## src/rtl/flit_demux_wormhole.sv

```systemverilog
// flit_demux_wormhole: 1-to-N wormhole flit demux with per-output FIFOs and drop flagging.
// Define FLIT_DEMUX_STATS_EN to add per-output saturating transfer counters.
module flit_demux_wormhole #(
  parameter int flitWidth  = 32,
  parameter int numOutputs = 4,
  parameter int selWidth   = 2,
  parameter int fifoDepth  = 2
) (
  input  logic                            clk,
  input  logic                            resetN,
  input  logic                            inValid,
  output logic                            inReady,
  input  logic [flitWidth-1:0]            inFlit,
  input  logic                            inHead,
  input  logic                            inTail,
  input  logic [selWidth-1:0]             inSelect,
  output logic [numOutputs-1:0]           outValid,
  input  logic [numOutputs-1:0]           outReady,
  output logic [numOutputs*flitWidth-1:0] outFlit,
  output logic                            errDrop,
  output logic                            locked
`ifdef FLIT_DEMUX_STATS_EN
  ,
  input  logic                            statClear,
  output logic [numOutputs*16-1:0]        statCount
`endif
);
  localparam int AW = $clog2(fifoDepth);
  localparam logic [1:0] S_IDLE = 2'd0, S_ROUTE = 2'd1, S_DROP = 2'd2;
  logic [1:0] r_state;
  logic [selWidth-1:0] r_lock_port;
  logic r_err_drop, r_locked;
  logic [numOutputs-1:0] w_full, w_push, w_pop;
  logic [selWidth-1:0] w_port;
  logic [1:0] w_state_nxt;
  logic w_sel_ok, w_route, w_xfer;
  assign w_sel_ok = 32'(inSelect) < numOutputs;
  assign w_port   = r_state == S_ROUTE ? r_lock_port : inSelect;
  // w_route: this flit goes into a FIFO; every other accepted flit is dropped
  assign w_route  = r_state == S_ROUTE || (r_state == S_IDLE && inHead && w_sel_ok);
  assign inReady  = w_route ? !w_full[w_port] : 1'b1;
  assign w_xfer   = inValid && inReady;
  assign errDrop  = r_err_drop;
  assign locked   = r_locked;
  assign w_state_nxt = !w_xfer ? r_state :
                       r_state == S_IDLE ? (inHead && !inTail ? (w_sel_ok ? S_ROUTE : S_DROP) : S_IDLE) :
                       inTail ? S_IDLE : r_state;
  always_ff @(posedge clk) begin
    if (!resetN) begin
      r_state     <= S_IDLE;
      r_lock_port <= '0;
      r_err_drop  <= 1'b0;
      r_locked    <= 1'b0;
    end else begin
      r_state    <= w_state_nxt;
      r_locked   <= w_state_nxt != S_IDLE;
      r_err_drop <= w_xfer && !w_route;
      if (w_xfer && w_route && r_state == S_IDLE) r_lock_port <= inSelect;
    end
  end
  for (genvar k = 0; k < numOutputs; k++) begin : g_out
    logic [flitWidth-1:0] r_mem [fifoDepth];
    logic [AW-1:0] r_wp, r_rp;
    logic [AW:0] r_cnt;
    assign w_full[k]   = r_cnt == (AW+1)'(fifoDepth);
    assign w_push[k]   = w_xfer && w_route && w_port == selWidth'(k);
    assign w_pop[k]    = outValid[k] && outReady[k];
    assign outValid[k] = r_cnt != '0;
    assign outFlit[k*flitWidth +: flitWidth] = outValid[k] ? r_mem[r_rp] : '0;
    always_ff @(posedge clk) begin
      if (!resetN) begin
        r_wp  <= '0;
        r_rp  <= '0;
        r_cnt <= '0;
      end else begin
        if (w_push[k]) begin
          r_mem[r_wp] <= inFlit;
          r_wp        <= r_wp + 1'b1;
        end
        if (w_pop[k]) r_rp <= r_rp + 1'b1;
        r_cnt <= r_cnt + (AW+1)'(w_push[k]) - (AW+1)'(w_pop[k]);
      end
    end
`ifdef FLIT_DEMUX_STATS_EN
    logic [15:0] r_stat;
    always_ff @(posedge clk) begin
      if (!resetN || statClear) r_stat <= '0;
      else if (w_pop[k] && r_stat != 16'hFFFF) r_stat <= r_stat + 1'b1;
    end
    assign statCount[k*16 +: 16] = r_stat;
`endif
  end
endmodule

```

## config.mk

```make
export PLATFORM = sky130hd
export DESIGN_NAME = flit_demux_wormhole
export DESIGN_NICKNAME = d
export VERILOG_FILES = /design/src/rtl/flit_demux_wormhole.sv
export SDC_FILE = /design/constraint.sdc
export NUM_CORES = 1
export LEC_CHECK = 0
export ABC_AREA = 1
export BUFFER_PORTS_ARGS = -buffer_cell sky130_fd_sc_hd__buf_2
export CAP_MARGIN = 20
export CORE_ASPECT_RATIO = 1.5
export CORE_MARGIN = 2
export CORE_UTILIZATION = 60
export DETAILED_ROUTE_END_ITERATION = 12
export HOLD_SLACK_MARGIN = 0.08
export PLACE_DENSITY = 0.83
export SETUP_SLACK_MARGIN = 0.1
export SLEW_MARGIN = 20
export SYNTH_ARGS = -nofsm -noshare
export SYNTH_HDL_FRONTEND = slang
export SYNTH_SLANG_ARGS = --single-unit
```

## constraint.sdc

```tcl
create_clock -name clk -period 9.9 [get_ports clk]
set_input_delay 0.99 -clock clk [delete_from_list [all_inputs] [get_ports clk]]
set_output_delay 0.99 -clock clk [all_outputs]
set_load 0.03 [all_outputs]
```

After elaboration in Yosys (flattened, before gate mapping)

Memories as Yosys holds them, arrays and structs flattened. A register that Yosys moved wholly into a read port is not among the register bits.
Cells that the tools add are included.

Bits in registers: 22
Bits in writable memories: 256
Output and inout bits: 135
Word-level logic and storage cells: 102
Memories kept: 4

Add/sub/neg operators: 16
$lt $le $gt $ge: 1
Equality and inequality tests: 8
Multiplexer cells: 32
Reductions and logical operators: 25

Memory list:

| memory         | depth | bits a word | read ports | clocked after memory_dff | wr ports | RTL line | text |
|---|---|---|---|---|---|---|---|
| g_out[0].r_mem | 2     | 32          | 1          | 1                        | 1        | 62       | `logic [flitWidth-1:0] r_mem [fifoDepth];` |
| g_out[1].r_mem | 2     | 32          | 1          | 1                        | 1        | 62       |  |
| g_out[2].r_mem | 2     | 32          | 1          | 1                        | 1        | 62       |  |
| g_out[3].r_mem | 2     | 32          | 1          | 1                        | 1        | 62       |  |

Operators by type and width:

| kind                | number |
|---|---|
| $mux 32             | 4 |
| $mux 1              | 23 |
| $logic_and 1x1->1   | 14 |
| $eq 2x2->1 const B  | 6 |
| $reduce_bool 2->1   | 5 |
| $add 1x1->1 const B | 8 |
| $add 2x1->2         | 4 |
| $mux 2              | 4 |
| $sub 2x1->2         | 4 |
| $eq 2x1->1 const B  | 2 |
| $logic_not 2->1     | 2 |
| $logic_not 1->1     | 3 |
| $lt 2x3->1 const B  | 1 |
| $bmux 1 s2          | 1 |
| $logic_or 1x1->1    | 1 |

Logic depth before layout (Yosys ltp)

Depth in word-level cells: 12
Gate-level depth with buffers: 12

Worst setup path before layout

No wires, ideal clock.

Path kind: in2reg
Start point: input port inSelect[0]
End point: memory g_out[0].r_mem[0][0], enable pin
Library setup time: 0.461 ns
Arrival time: 3.764 ns
Required time: 9.439 ns
Slack: 5.675 ns
Cell stages on the path: 8
Path through: inv_1 -> nand2_1 -> nand3_1 -> nand2_1 -> nand2_4 -> nand2_4 -> nand4_4 -> nor3_1

Cells in the longest elaborated chain, start to end: 11
Elaborated cells on any way between the ends: 12
Those cells by class: mux: 7; reduce/logical: 5

RTL lines:

| element                        | RTL line | text |
|---|---|---|
| start, declared                | 16       | `input logic [selWidth-1:0] inSelect,` |
| $mux 2 *                       | 38       | `assign w_port = r_state == S_ROUTE ? r_lock_port : inSelect;` |
| $bmux 1 s2                     | 41       | `assign inReady = w_route ? !w_full[w_port] : 1'b1;` |
| $mux 1 (not written as such)   | 41       |  |
| $logic_not 1->1                | 41       |  |
| $mux 1                         | 41       |  |
| $logic_and 1x1->1              | 42       | `assign w_xfer = inValid && inReady;` |
| $logic_and 1x1->1              | 66       | `assign w_push[k] = w_xfer && w_route && w_port == selWidth'(k);` |
| $logic_and 1x1->1 *            | 66       |  |
| $mux 1 *                       | 76       | `if (w_push[k]) begin` |
| $mux 1 *                       | 71       | `if (!resetN) begin` |
| $mux 1 (not written as such) * | 77       | `r_mem[r_wp] <= inFlit;` |
| end, declared                  | 62       |  |

Mark *: on every way between the ends. The rest lies on a longest branch, timed or not. The select of a mux whose other input is x is not followed.

==> impl_metrics.tcl <==
set metrics [dict create \
    status "finished clean" \
    antenna_found_initial 0 \
    p_leak_nw 5.04 \
    rsz0062_at_grt "no" \
    tightest_slew_ns 1.04 \
    holdWs_ns 0.452 \
    track_usage_pct 25.5 \
    worstSetupPathType "flip-flop to primary output" \
    drtIter0Drc 558 \
    report.final.slew_viol_count 0 \
    cp.required_ns 8.91 \
    multi_input_area_sq_mm 0.00239 \
    hold_viol 0 \
    synthAdderAreaFrac_pct 0.463 \
    fmax_mhz 299 \
    vias 7248 \
    clock_latency_ns 0.51 \
    ctsLongestPathBuffers 3 \
    routedWlPerCell_microns 19.7 \
    syn_area_sq_mm 0.0108 \
    relSlewSlack_pct 30.2 \
    io_pins 178 \
    area_growth_pct 17.7 \
    synth_warnings 0 \
    endpoint "outFlit[51]" \
    die_area_sq_mm 0.0191 \
    ys_seq_area_share_pct 76.0 \
    tritoncts.num_buffers 24 \
    r2r_start "r_state[0]" \
    fin_skew_ns 0.0190 \
    dpl.hpwl_mm 15.3 \
    synth_compound_area_share_pct 7.61 \
    postSynthCellCount 861 \
    grt_max_degree 34 \
    ff_latch_area_sq_mm 0.00821 \
    finalSetupViolCount 0 \
    grt-ovfl-total 0 \
    viasPerCell 5.73 \
    nets 1078 \
    die_x_microns 114 \
    cts_resized 0 \
    cp.arrival_ns 2.35 \
    first_global_vias 7221 \
    synthTopCellsByArea "edfxtp_1 (71%), nand2_1 (9.9%), a21oi_1 (6.6%), dfxtp_1 (4.8%), clkbuf_1 (1.4%)" \
    layout_commonest_cell "nand2_1" \
    min_period_ns 3.34 \
    synthSimpleGateAreaFrac_pct 12.9 \
    critPathMaxFanout 33 \
    clk_pin_slew_ns 0.06 \
    grt_pass1_wl_mm 37.1 \
    postRouteAntennaNets 0 \
    regToRegSetupSlack_ns 7.32 \
    die_y_microns 168 \
    place.gp.congestion 0.797 \
    synth_top_area_share_pct 71.2 \
    hold_buffers 0 \
    fin_ws_ns 6.56 \
    synth_top_family_by_area "simple AND/OR/NAND/NOR gates" \
    filler_cell_count 1169 \
    drive_gt1_share_pct 23.6 \
    clock-sinks 282 \
    endpoint_kind "primary output" \
    postCtsSetupRepairBufs 0 \
    rr_endpoint "g_out[0].r_mem[0][27]" \
    finalSetupTns_ns 0 \
    vdd_ir_drop_max_v 0.000175 \
    synth_cell_types 27 \
    initial_utilization_pct 60.7 \
    first_pass_iters 5 \
    fin_crit_sh_pct 33.7 \
    pwr_density_cell_mw_per_mm2 260 \
    pre_cts_ws_ns 6.74 \
    ctsHtreeMaxLevel 1 \
    final_cell_mix "nand2_1 (286), edfxtp_1 (256), buf_2 (177)" \
    core_region_area_sq_mm 0.0178 \
    drc_errors 0 \
    ys_seq_elements 282 \
    synth_area_leader_cell "edfxtp_1" \
    r2r_cells 9 \
    root_buffer "clkbuf_16" \
    maxCapViolations 0 \
    cts_tree "done" \
    synthMuxAreaShare_pct 0 \
    finalWirelength_mm 25.0 \
    start_kind "flip-flop" \
    synthXorXnorAreaFrac_pct 0.487 \
    synth_area_per_cell_sq_um 12.5 \
    diodes 0 \
    portBuffers 177 \
    row_count 60 \
    hold_path.class "flip-flop to flip-flop" \
    syn-num-nets 908 \
]
## flip-flops by register name, summed over array words and instances (netlist names), named ones only
signal / cells
errDrop: 1
g_out.r_cnt: 8
g_out.r_mem: 256
g_out.r_rp: 4
g_out.r_wp: 4
locked: 1
r_lock_port: 2
r_state: 2
## worst min path at each step
| stage | depth (start not counted) | to | start | slack [ns] |
|---|---|---|---|---|
| floorplan | 1 | flip-flop | g_out[2].r_rp | 0.43 |
| global placement | 1 | flip-flop | g_out[1].r_rp | 0.43 |
| detailed placement | 1 | flip-flop | g_out[1].r_rp | 0.44 |
| CTS | 1 | flip-flop | g_out[1].r_rp | 0.45 |
| global route | 1 | flip-flop | g_out[1].r_rp | 0.47 |
| finish | 1 | flip-flop | g_out[1].r_rp | 0.45 |
## Yosys cell counts, drive strengths merged
cell and count:
o21ai 13, nand2 292, xor2 6, dfxtp 26, o21bai 4, nand3 11
edfxtp 256, nor3b 4, ha 4, nor2 22, buf 2, nor3 2
inv 30, nand4 5, a21oi 143, clkbuf 41
## metrics by stage
stage,instance area (sq um),utilization [%],power [mW],std cells
5_1_grt,12700,71.4,3.43,1266
3_5_place_dp,11900,67.0,2.45,1220
6_report,12700,71.4,3.30,1266
3_3_place_gp,11900,67.0,2.43,1220
2_1_floorplan,10800,-,2.10,861
4_1_cts,12700,71.1,3.30,1264
## layout make-up
class                           instances  area share (%)
Clock buffer                           30            5.23
Clock inverter                         14           0.502
Inverter                               30           0.886
Multi-Input combinational cell        506            18.8
Sequential cell                       282            64.6
Tap cell                              217            2.14
Timing Repair Buffer                  187            7.87
## per-layer routing
metal / vias up / routed length (microns) / global-route usage, %
met5: - / 0 / 0
met4: 0 / 767 / 10.4
met3: 56 / 1420 / 2.41
met2: 325 / 13500 / 46.5
met1: 3532 / 9270 / 31.0
li1: 3335 / - / -
## where the power goes
group          switching [mW]  internal (mW)  total, mW
clock                   0.396          0.475      0.871
combinational           0.820          0.250       1.07
sequential             0.0336           1.33       1.36
total                    1.25           2.05       3.30
## logic make-up (layout without fill, tap and decap cells)
group | after synthesis | after routing
DFF | 282 | 282
buffers and inverters | 73 | 261
and+or+nand+nor | 336 | 336
xor gates and xnor gates | 6 | 6
adders and majority gates | 4 | 4
AOI/OAI and AO/OA | 160 | 160
## worst max-delay path, stage by stage, from the launching register on
cell     delay [ns]
dfxtp_2        0.81
inv_2          0.49
nand2_1        0.17
a21oi_1        0.12
buf_2          0.25
Power figures use the tool's default switching activity.
